**config.mk**
```make
export PLATFORM = sky130hd
export DESIGN_NAME = cd_spi_slave_flat
export DESIGN_NICKNAME = d
export VERILOG_FILES = /design/src/rtl/cd_spi_slave_if.sv /design/src/rtl/cd_spi_slave.sv /design/src/flat_wrapper.sv
export SDC_FILE = /design/constraint.sdc
export NUM_CORES = 1
export LEC_CHECK = 0
export CAP_MARGIN = 20
export CORE_MARGIN = 2
export CORE_UTILIZATION = 47
export CTS_BUF_LIST = sky130_fd_sc_hd__clkbuf_16
export DETAILED_ROUTE_END_ITERATION = 10
export DONT_BUFFER_PORTS = 1
export GPL_TIMING_DRIVEN = 0
export PLACE_DENSITY = 0.65
export SETUP_SLACK_MARGIN = 0.2
export SYNTH_ARGS = -nofsm -noshare
export SYNTH_HDL_FRONTEND = slang
export SYNTH_SLANG_ARGS = --single-unit
```
**constraint.sdc**
```tcl
create_clock -name clk -period 4.59 [get_ports clk]
set_clock_uncertainty 0.05 [all_clocks]
set_input_delay 0.918 -clock clk [delete_from_list [all_inputs] [get_ports clk]]
set_output_delay 0.918 -clock clk [all_outputs]
set_load 0.02 [all_outputs]
```
**src/rtl/cd_spi_slave_if.sv**
```systemverilog
// cd_spi_slave_if: CSR strobe bus between the SPI slave front end and the
// byte-wide CSR block.
`timescale 1ns/100ps
interface cd_spi_slave_if;
    logic       chip_select;
    logic [4:0] csr_address;
    logic       csr_read;
    logic       csr_write;
    logic [7:0] csr_writedata;
    logic [7:0] csr_readdata;

    modport master (
        output chip_select,
        output csr_address,
        output csr_read,
        output csr_write,
        output csr_writedata,
        input  csr_readdata
    );

    modport slave (
        input  chip_select,
        input  csr_address,
        input  csr_read,
        input  csr_write,
        input  csr_writedata,
        output csr_readdata
    );
endinterface

```
**src/rtl/cd_spi_slave.sv**
```systemverilog
// cd_spi_slave: mode-0 SPI slave that turns host transactions into single-cycle
// CSR read/write strobes. SPI pins are synchronized into the clk domain.
`timescale 1ns/100ps
module cd_spi_slave #(
    parameter int SYNC_STAGES = 2
) (
    input  logic clk,
    input  logic reset_n,
    input  logic sck,
    input  logic nss,
    input  logic sdi,
    output logic sdo,
    output logic sdo_en,
    cd_spi_slave_if.master csr
);

    typedef enum logic [1:0] {IDLE, CMD, WR_DATA, RD_DATA} state_t;

    logic [SYNC_STAGES-1:0] sck_sync_q, sck_sync_d;
    logic [SYNC_STAGES-1:0] nss_sync_q, nss_sync_d;
    logic [SYNC_STAGES-1:0] sdi_sync_q, sdi_sync_d;
    logic                   sck_prev_q, sck_prev_d;
    logic                   armed_q, armed_d;
    logic                   chip_select_q, chip_select_d;
    state_t                 state_q, state_d;
    logic [2:0]             bit_cnt_q, bit_cnt_d;
    logic [7:0]             rx_shift_q, rx_shift_d;
    logic [7:0]             tx_shift_q, tx_shift_d;
    logic [4:0]             csr_address_q, csr_address_d;
    logic                   csr_read_q, csr_read_d;
    logic                   csr_write_q, csr_write_d;
    logic [7:0]             csr_writedata_q, csr_writedata_d;

    logic                   sck_s, nss_s, sdi_s;
    logic                   rise, fall, active;
    logic [7:0]             rx_byte;

    // Next-state logic: synchronizers, select tracking, byte assembly, CSR strobes and MISO shifting.
    always_comb begin
        sck_s = sck_sync_q[SYNC_STAGES-1];
        nss_s = nss_sync_q[SYNC_STAGES-1];
        sdi_s = sdi_sync_q[SYNC_STAGES-1];

        sck_sync_d = {sck_sync_q[SYNC_STAGES-2:0], sck};
        nss_sync_d = {nss_sync_q[SYNC_STAGES-2:0], nss};
        sdi_sync_d = {sdi_sync_q[SYNC_STAGES-2:0], sdi};

        rise       = sck_s & ~sck_prev_q;
        fall       = ~sck_s & sck_prev_q;
        sck_prev_d = sck_s;

        // After reset, a select only counts once nss has been seen idle high,
        // so a transaction cut off by reset cannot resume mid-byte.
        armed_d       = armed_q | nss_s;
        chip_select_d = armed_q & ~nss_s;
        // The cycle in which chip_select drops is already treated as deselected.
        active        = chip_select_q & chip_select_d;

        rx_byte         = {rx_shift_q[6:0], sdi_s};
        state_d         = state_q;
        bit_cnt_d       = bit_cnt_q;
        rx_shift_d      = rx_shift_q;
        tx_shift_d      = tx_shift_q;
        csr_address_d   = csr_address_q;
        csr_writedata_d = csr_writedata_q;
        csr_read_d      = 1'b0;
        csr_write_d     = 1'b0;

        if (!active) begin
            state_d    = IDLE;
            bit_cnt_d  = 3'd0;
            rx_shift_d = 8'd0;
            tx_shift_d = 8'd0;
        end else begin
            if (state_q == IDLE) begin
                state_d = CMD;
            end

            // A prefetch cycle loads the read data; otherwise shift on falls inside a byte.
            if (csr_read_q) begin
                tx_shift_d = csr.csr_readdata;
            end else if (fall && (bit_cnt_q != 3'd0)) begin
                tx_shift_d = {tx_shift_q[6:0], 1'b0};
            end

            if (rise) begin
                rx_shift_d = rx_byte;
                bit_cnt_d  = bit_cnt_q + 3'd1;
                if (bit_cnt_q == 3'd7) begin
                    case (state_q)
                        IDLE, CMD: begin
                            csr_address_d = rx_byte[4:0];
                            if (rx_byte[7]) begin
                                state_d = WR_DATA;
                            end else begin
                                state_d    = RD_DATA;
                                csr_read_d = 1'b1;
                            end
                        end
                        WR_DATA: begin
                            csr_writedata_d = rx_byte;
                            csr_write_d     = 1'b1;
                        end
                        RD_DATA: begin
                            csr_read_d = 1'b1;
                        end
                        default: state_d = IDLE;
                    endcase
                end
            end
        end
    end

    // State and output registers, all cleared by the asynchronous reset.
    always_ff @(posedge clk or negedge reset_n) begin
        if (!reset_n) begin
            sck_sync_q      <= '0;
            nss_sync_q      <= '0;
            sdi_sync_q      <= '0;
            sck_prev_q      <= 1'b0;
            armed_q         <= 1'b0;
            chip_select_q   <= 1'b0;
            state_q         <= IDLE;
            bit_cnt_q       <= 3'd0;
            rx_shift_q      <= 8'd0;
            tx_shift_q      <= 8'd0;
            csr_address_q   <= 5'd0;
            csr_read_q      <= 1'b0;
            csr_write_q     <= 1'b0;
            csr_writedata_q <= 8'd0;
        end else begin
            sck_sync_q      <= sck_sync_d;
            nss_sync_q      <= nss_sync_d;
            sdi_sync_q      <= sdi_sync_d;
            sck_prev_q      <= sck_prev_d;
            armed_q         <= armed_d;
            chip_select_q   <= chip_select_d;
            state_q         <= state_d;
            bit_cnt_q       <= bit_cnt_d;
            rx_shift_q      <= rx_shift_d;
            tx_shift_q      <= tx_shift_d;
            csr_address_q   <= csr_address_d;
            csr_read_q      <= csr_read_d;
            csr_write_q     <= csr_write_d;
            csr_writedata_q <= csr_writedata_d;
        end
    end

    assign sdo               = tx_shift_q[7];
    assign sdo_en            = chip_select_q;
    assign csr.chip_select   = chip_select_q;
    assign csr.csr_address   = csr_address_q;
    assign csr.csr_read      = csr_read_q;
    assign csr.csr_write     = csr_write_q;
    assign csr.csr_writedata = csr_writedata_q;

endmodule

```
**src/flat_wrapper.sv**
```systemverilog
// flat-port wrapper written by rule: the top's interface ports become plain ports
module cd_spi_slave_flat 
#(
    parameter int SYNC_STAGES = 2
)
  (clk, reset_n, sck, nss, sdi, sdo, sdo_en, csr_chip_select, csr_csr_address, csr_csr_read, csr_csr_write, csr_csr_writedata, csr_csr_readdata);
  cd_spi_slave_if csr_i ();
  input  logic clk;
  input  logic reset_n;
  input  logic sck;
  input  logic nss;
  input  logic sdi;
  output logic sdo;
  output logic sdo_en;
  output wire logic [$bits(csr_i.chip_select)-1:0] csr_chip_select;
  output wire logic [$bits(csr_i.csr_address)-1:0] csr_csr_address;
  output wire logic [$bits(csr_i.csr_read)-1:0] csr_csr_read;
  output wire logic [$bits(csr_i.csr_write)-1:0] csr_csr_write;
  output wire logic [$bits(csr_i.csr_writedata)-1:0] csr_csr_writedata;
  input wire logic [$bits(csr_i.csr_readdata)-1:0] csr_csr_readdata;
  assign csr_chip_select = csr_i.chip_select;
  assign csr_csr_address = csr_i.csr_address;
  assign csr_csr_read = csr_i.csr_read;
  assign csr_csr_write = csr_i.csr_write;
  assign csr_csr_writedata = csr_i.csr_writedata;
  assign csr_i.csr_readdata = csr_csr_readdata;
  cd_spi_slave #(.SYNC_STAGES(SYNC_STAGES)) u_core (.clk(clk), .reset_n(reset_n), .sck(sck), .nss(nss), .sdi(sdi), .sdo(sdo), .sdo_en(sdo_en), .csr(csr_i));
endmodule
```
==> qor.yml, run 1 <==
arrival_ps: 2190
ctsResizeCount: 0
maxSlewViolCount: 0
clockRootBuffer: "clkbuf_16"
vias: 1134
r2r_cells: 5
clkPwrFrac: 0.444
ys_seq_area_frac: 0.614
power.switching_w: 0.000152
vdd_drop_max_mv: 0.217
grt_max_degree: 45
ys_top_cells_by_area: "dfrtp_1 (61%), mux2_2 (8.2%), nand2_1 (4.4%)"
setup_tns_ps: 0
synthTopCellsByCount: "dfrtp_1 (44), nand2_1 (21), mux2_2 (13)"
avgSynthCellArea_um2: 11.9
portBuffers: 0
antenna_found_initial: 0
grt-ovfl-total: 0
netlist.area_leader.share: 0.614
post-route-util: 0.544
synth_cells: 151
status: "completed"
dieArea_mm2: 0.00433
cts_buffers: 5
multi_input_area_um2: 642
synth_seq_cells: 44
power_density_mw_per_mm2: 376
internal-power_w: 0.000597
register_area_mm2: 0.00110
netlist-cell-type-count: 25
cts_tree: "yes"
clkSinkCount: 44
cp_cell_sequence: "ha_1 > ha_1 > nand3b_4 > nor4_4 > mux2_2"
wl_per_cell_um: 15.5
slowest_stage: "nor4_4"
hold_buffers: 0
grt_pass1_wl_mm: 5.43
rsz0062_at_grt: "no"
finalNonFillerCells: 207
finalCritPeriodShare: 0.451
setup_viol: 0
synthArstFlopShare: 1.00
synthesis.area_mm2: 0.00179
dp_hpwl_mm: 2.19
maxCapViolations: 0
p_seq_frac: 0.531
worst_pin_slew_ps: 698
core_area_mm2: 0.00366
synth_nets: 167
viasPerCell: 5.48
pin_count: 31
finalCriticalPeriod_ps: 2070
min_path_type: "in -> async"
r2r_slack_ps: 2520
drc_errors: 0
start_util: 0.490
gr-usage-all-layers: 0.170
cts_setup_buffers: 0
drive_gt1_frac: 0.176
end_kind: "register"
ys.flop_type: "dfrtp_1"
start_kind: "register"
dp_cells: 199
diodes: 0
synth-edff-count: 0
synth.most_common_cell: "dfrtp_1"
drtPass1Iterations: 4
sw_frac_of_total: 0.203
gp_congestion: 0.738
drtIter0Drc: 91
htreeDepth: 2
finalNetCount: 174
path_clk_slew_ps: 60
worstSetupPathType: "reg -> reg"
grt_pass1_vias: 1143
clockBufferDepth: 2
num-fill-cells: 313
cpPeakStageDelay_ps: 620
die_x_um: 65.8
path_common_cell: "ha_1"
area_growth_pct: 11.2
slew_headroom: 0.531
final_antenna_net_count: 0
fp-row-count: 22
combPwrFrac: 0.024
routed_wl_mm: 3.22
die_h_um: 65.8
critical_path.max_fanout: 9
fmax_mhz: 483
yosys_warnings: 0
clock_latency_ps: 280
hold_viol: 0
p_leak_nw: 0.874
required_ps: 4700
synth_top_area_cell: "dfrtp_1"
total_power_w: 0.000749
critical path: cells and delay by family, from the launching register on:
family / cells / cell delay (ps)
and+or+nand+nor: 2 / 750
muxes: 1 / 420
adders and majority gates: 2 / 370
DFF: 1 / 370
final cells by class:
class,instances,share of cell area
well taps,48,0.0301
clock inverters,3,0.00753
clock buffers,5,0.0628
flip-flops and latches,44,0.552
plain buffers,8,0.0176
multi-input cells,95,0.322
inverters,4,0.00753
metal layers:
metal	vias to the layer above	share of wire	track usage
met5	-	0	0
met4	0	0.015	0.0625
met3	6	0.067	0.0634
met2	33	0.47	0.266
met1	558	0.44	0.215
li1	537	-	-
final timing paths:
path	from	to
hold reg to reg	u_core.sck_sync_q[0]	u_core.sck_sync_q[1]
setup reg to reg	u_core.bit_cnt_q[1]	u_core.csr.csr_writedata[0]
hold / removal	reset_n	u_core.tx_shift_q[5]
max in group asynchronous	reset_n	u_core.bit_cnt_q[2]
min in group clk	u_core.sck_sync_q[0]	u_core.sck_sync_q[1]
setup / recovery	u_core.bit_cnt_q[1]	u_core.csr.csr_writedata[0]
placed cells by master, fill, tap and decap left out:
cell / n
buf_4: 1
buf_1: 1
and3b_1: 1
or2_2: 2
nor4_4: 1
buf_2: 1
a21oi_1: 12
inv_2: 1
o21a_1: 1
nand2_1: 21
a311oi_1: 1
clkbuf_16: 5
o21ai_0: 7
nand3b_4: 2
o211ai_1: 1
nor2b_1: 4
ha_1: 3
nor4_1: 7
clkbuf_1: 5
mux2_2: 13
inv_1: 4
clkinvlp_4: 1
dfrtp_1: 44
nor3_2: 1
clkinv_1: 1
nor2_1: 9
a211oi_1: 7
nand2b_1: 2
sequential cells by signal (all words and copies together), names as in the netlist, 3 cells and up:
name                      cells
u_core.bit_cnt_q              3
u_core.csr.csr_address        5
u_core.csr.csr_writedata      8
u_core.rx_shift_q             7
u_core.tx_shift_q             8
power by group through the flow:
stage / Combinational [W] / Clock (W) / Sequential, W
after CTS: 0.0000185 / 0.000342 / 0.000398
after detailed placement: 0.0000184 / 0 / 0.000405
after floorplan: 0.0000147 / 0 / 0.000404
final: 0.0000182 / 0.000333 / 0.000398
after global placement: 0.0000179 / 0 / 0.000405
after global routing: 0.0000207 / 0.000360 / 0.000398
metrics by stage:
stage	area (µm²)	setup WS [ps]	hold slack (ps)
2_1_floorplan	1790	2810	281
5_1_grt	1990	2430	264
6_report	1990	2520	278
4_1_cts	1990	2490	274
3_5_place_dp	1850	2500	286
3_3_place_gp	1850	2590	286
logic make-up after synthesis:
| group | count (synthesis) | synth area share |
|---|---|---|
| multiplexers | 13 | 0.0816 |
| buffers and inverters | 12 | 0.0279 |
| AND/OR/NAND/NOR | 50 | 0.160 |
| AO/OA/AOI/OAI | 29 | 0.0956 |
| adder cells (fa/ha/maj) | 3 | 0.0209 |
| flip-flops | 44 | 0.614 |
Note: power is estimated with default switching activity, not from simulation.
==> run 2: changes to the inputs <==
clock period = 1.99 ns   (was 4.59 ns; I/O delays follow)
==> run 2 against run 1 <==
Register-to-register slack lost 2300 ps; sequential share of layout area shrank 3.9 points; critical path depth grew 1; die area did not move; via count is 3.1% higher; hold slack lost 180 ps; global-route usage grew 0.63 points; count of clock-buffer cells in the layout stayed put; combinational power grew to 3.7 times the previous value; cell count is 3.4% higher; critical path type unchanged.
==> qor.yml, run 2 (same netlist as run 1, synthesis figures left out) <==
clock_latency_ps: 280  # about the same
worstReg2RegEnd: "u_core.csr.csr_writedata[4]"
finalCriticalPeriod_ps: 1770  # -300 ps
stdcell_area_mm2: 0.00214  # +7.5%
die_h_um: 65.8  # unchanged
drive_gt1_frac: 0.259  # +0.0829
p_seq_frac: 0.525  # -0.006
worst_pin_slew_ps: 438  # -260 ps
placed_area_mm2: 0.00185  # unchanged
start_util: 0.490  # unchanged
setup_tns_ps: 0  # unchanged
start_kind: "register"
grt_pass1_wl_mm: 5.69  # +4.7%
slowest_stage: "dfrtp_1"
drc_errors: 0  # unchanged
end_kind: "register"
critical_path.max_fanout: 4  # -5
sw_frac_of_total: 0.210  # +0.00692
core_area_mm2: 0.00366  # unchanged
cp-endpoint: "u_core.csr.csr_writedata[4]"
worst-path-buf-inv: 1  # +1
arrival_ps: 1880  # -310 ps
clkPwrFrac: 0.437  # -0.007
vias: 1169  # +3.1%
hold_viol: 0  # unchanged
cpLargestDelayFamily: "simple AND/OR/NAND/NOR gates"
pin_count: 31  # unchanged
cts_buffers: 5  # unchanged
finalCritPeriodShare: 0.890  # +0.439
cts_tree: "yes"
portBuffers: 0  # unchanged
mostFrequentLayoutCell: "dfrtp_1"
dieArea_mm2: 0.00433  # unchanged
power.switching_w: 0.000368  # +140%
worstSetupPathType: "reg -> reg"
fp-row-count: 22  # unchanged
finalNetCount: 181  # +4.0%
clockBufferDepth: 2  # unchanged
maxCapViolations: 0  # unchanged
diodes: 0  # unchanged
routed_wl_mm: 3.43  # +6.5%
viasPerCell: 5.46  # -0.29%
r2r_cells: 6  # +1
drtIter0Drc: 106  # +16%
critical_path_depth: 6  # +1
slew_headroom: 0.708  # +0.177
grt_max_degree: 45  # unchanged
drtPass1Iterations: 4  # unchanged
min_path_type: "in -> reg"
combPwrFrac: 0.039  # +0.015
clkSinkCount: 44  # unchanged
rsz0062_at_grt: "yes"
clockRootBuffer: "clkbuf_16"
r2r_slack_ps: 220  # -2300 ps
dp_hpwl_mm: 2.19  # unchanged
gp_congestion: 0.738  # unchanged
vdd_drop_max_mv: 0.514  # +140%
gr-usage-all-layers: 0.176  # +0.00628
fmax_mhz: 565  # +17%
cp_cell_sequence: "ha_2 > ha_4 > nand3b_4 > nor4_4 > buf_4 > mux2_4"
required_ps: 2100  # -2600 ps
r2r-start: "u_core.bit_cnt_q[0]"
path_clk_slew_ps: 60  # about the same
setup_viol: 0  # unchanged
grt-ovfl-total: 0  # unchanged
cp-startpoint: "u_core.bit_cnt_q[0]"
cpPeakStageDelay_ps: 370  # -250 ps
wl_per_cell_um: 16.0  # +3.0%
grt_pass1_vias: 1200  # +5.0%
p_leak_nw: 0.920  # +5.3%
antenna_found_initial: 0  # unchanged
status: "completed"
internal-power_w: 0.00138  # +130%
area_growth_pct: 19.5
power_density_mw_per_mm2: 816  # +120%
htreeDepth: 2  # unchanged
maxSlewViolCount: 0  # unchanged
final_antenna_net_count: 0  # unchanged
final_cell_mix: "dfrtp_1 (44), nand2_1 (21), a21oi_1 (12)"
die_x_um: 65.8  # unchanged
[run 2: cell count changes in the layout (fill, tap and decap cells not counted), sizes merged]
cell / change
buf: +8
clkbuf: -2
dlygate4sd3: +1
[run 2: timing repair]
item	4_1_cts	5_1_grt
pin swaps	2	2
setup endpoints to repair	19	17
endpoints found under the hold margin	44	0
hold buffers	2	0
buffers inserted	3	2
gates resized for setup	15	8
[run 2: power groups by stage]
| stage | Combinational [W] | Sequential [W] | Clock (W) |
|---|---|---|---|
| 6_report | 0.0000676 | 0.000918 | 0.000764 |
| 5_1_grt | 0.0000771 | 0.000918 | 0.000830 |
| 4_1_cts | 0.0000678 | 0.000918 | 0.000789 |
| 3_5_place_dp | 0.0000425 | 0.000934 | 0 |
| 3_3_place_gp | 0.0000413 | 0.000933 | 0 |
| 2_1_floorplan | 0.0000339 | 0.000931 | 0 |
[run 2: worst min-delay path by stage]
| stage | from | end | slack (ps) | cells after the start |
|---|---|---|---|---|
| 2_1_floorplan | reset_n | u_core.armed_q | 50 | 0 |
| 3_3_place_gp | reset_n | u_core.tx_shift_q[4] | 50 | 0 |
| 3_5_place_dp | reset_n | u_core.tx_shift_q[4] | 50 | 0 |
| 4_1_cts | sdi | u_core.sdi_sync_q[0] | 90 | 0 |
| 5_1_grt | sdi | u_core.sdi_sync_q[0] | 80 | 0 |
| 6_report | nss | u_core.nss_sync_q[0] | 100 | 0 |
[run 2: cell type report]
type | instances | area (µm²)
buffer | 8 | 37.5
clock buffer | 5 | 125
clock inverter | 3 | 15.0
fill | 289 | 1520
inverter | 4 | 15.0
multi-input combinational | 95 | 718
sequential | 44 | 1100
tap | 48 | 60.1
timing repair buffer | 7 | 71.3
[run 2: routing by layer]
| layer | track usage | part of all wire | up-vias |
|---|---|---|---|
| li1 | - | - | 547 |
| met5 | 0 | 0 | - |
| met3 | 0.0634 | 0.060 | 4 |
| met2 | 0.273 | 0.48 | 35 |
| met4 | 0.0677 | 0.0085 | 0 |
| met1 | 0.226 | 0.45 | 583 |
[run 2: stage by stage]
stage / hold WS, ps / setup WS (ps) / cells / total power (W) / utilization
after floorplan: 52.4 / 211 / 151 / 0.000965 / -
after global placement: 53.5 / -8.48 / 199 / 0.000974 / 0.506
after detailed placement: 53.5 / -98.9 / 199 / 0.000977 / 0.506
after CTS: 87.1 / 160 / 212 / 0.00177 / 0.576
after global routing: 80.9 / 158 / 214 / 0.00183 / 0.585
final: 95.2 / 219 / 214 / 0.00175 / 0.585
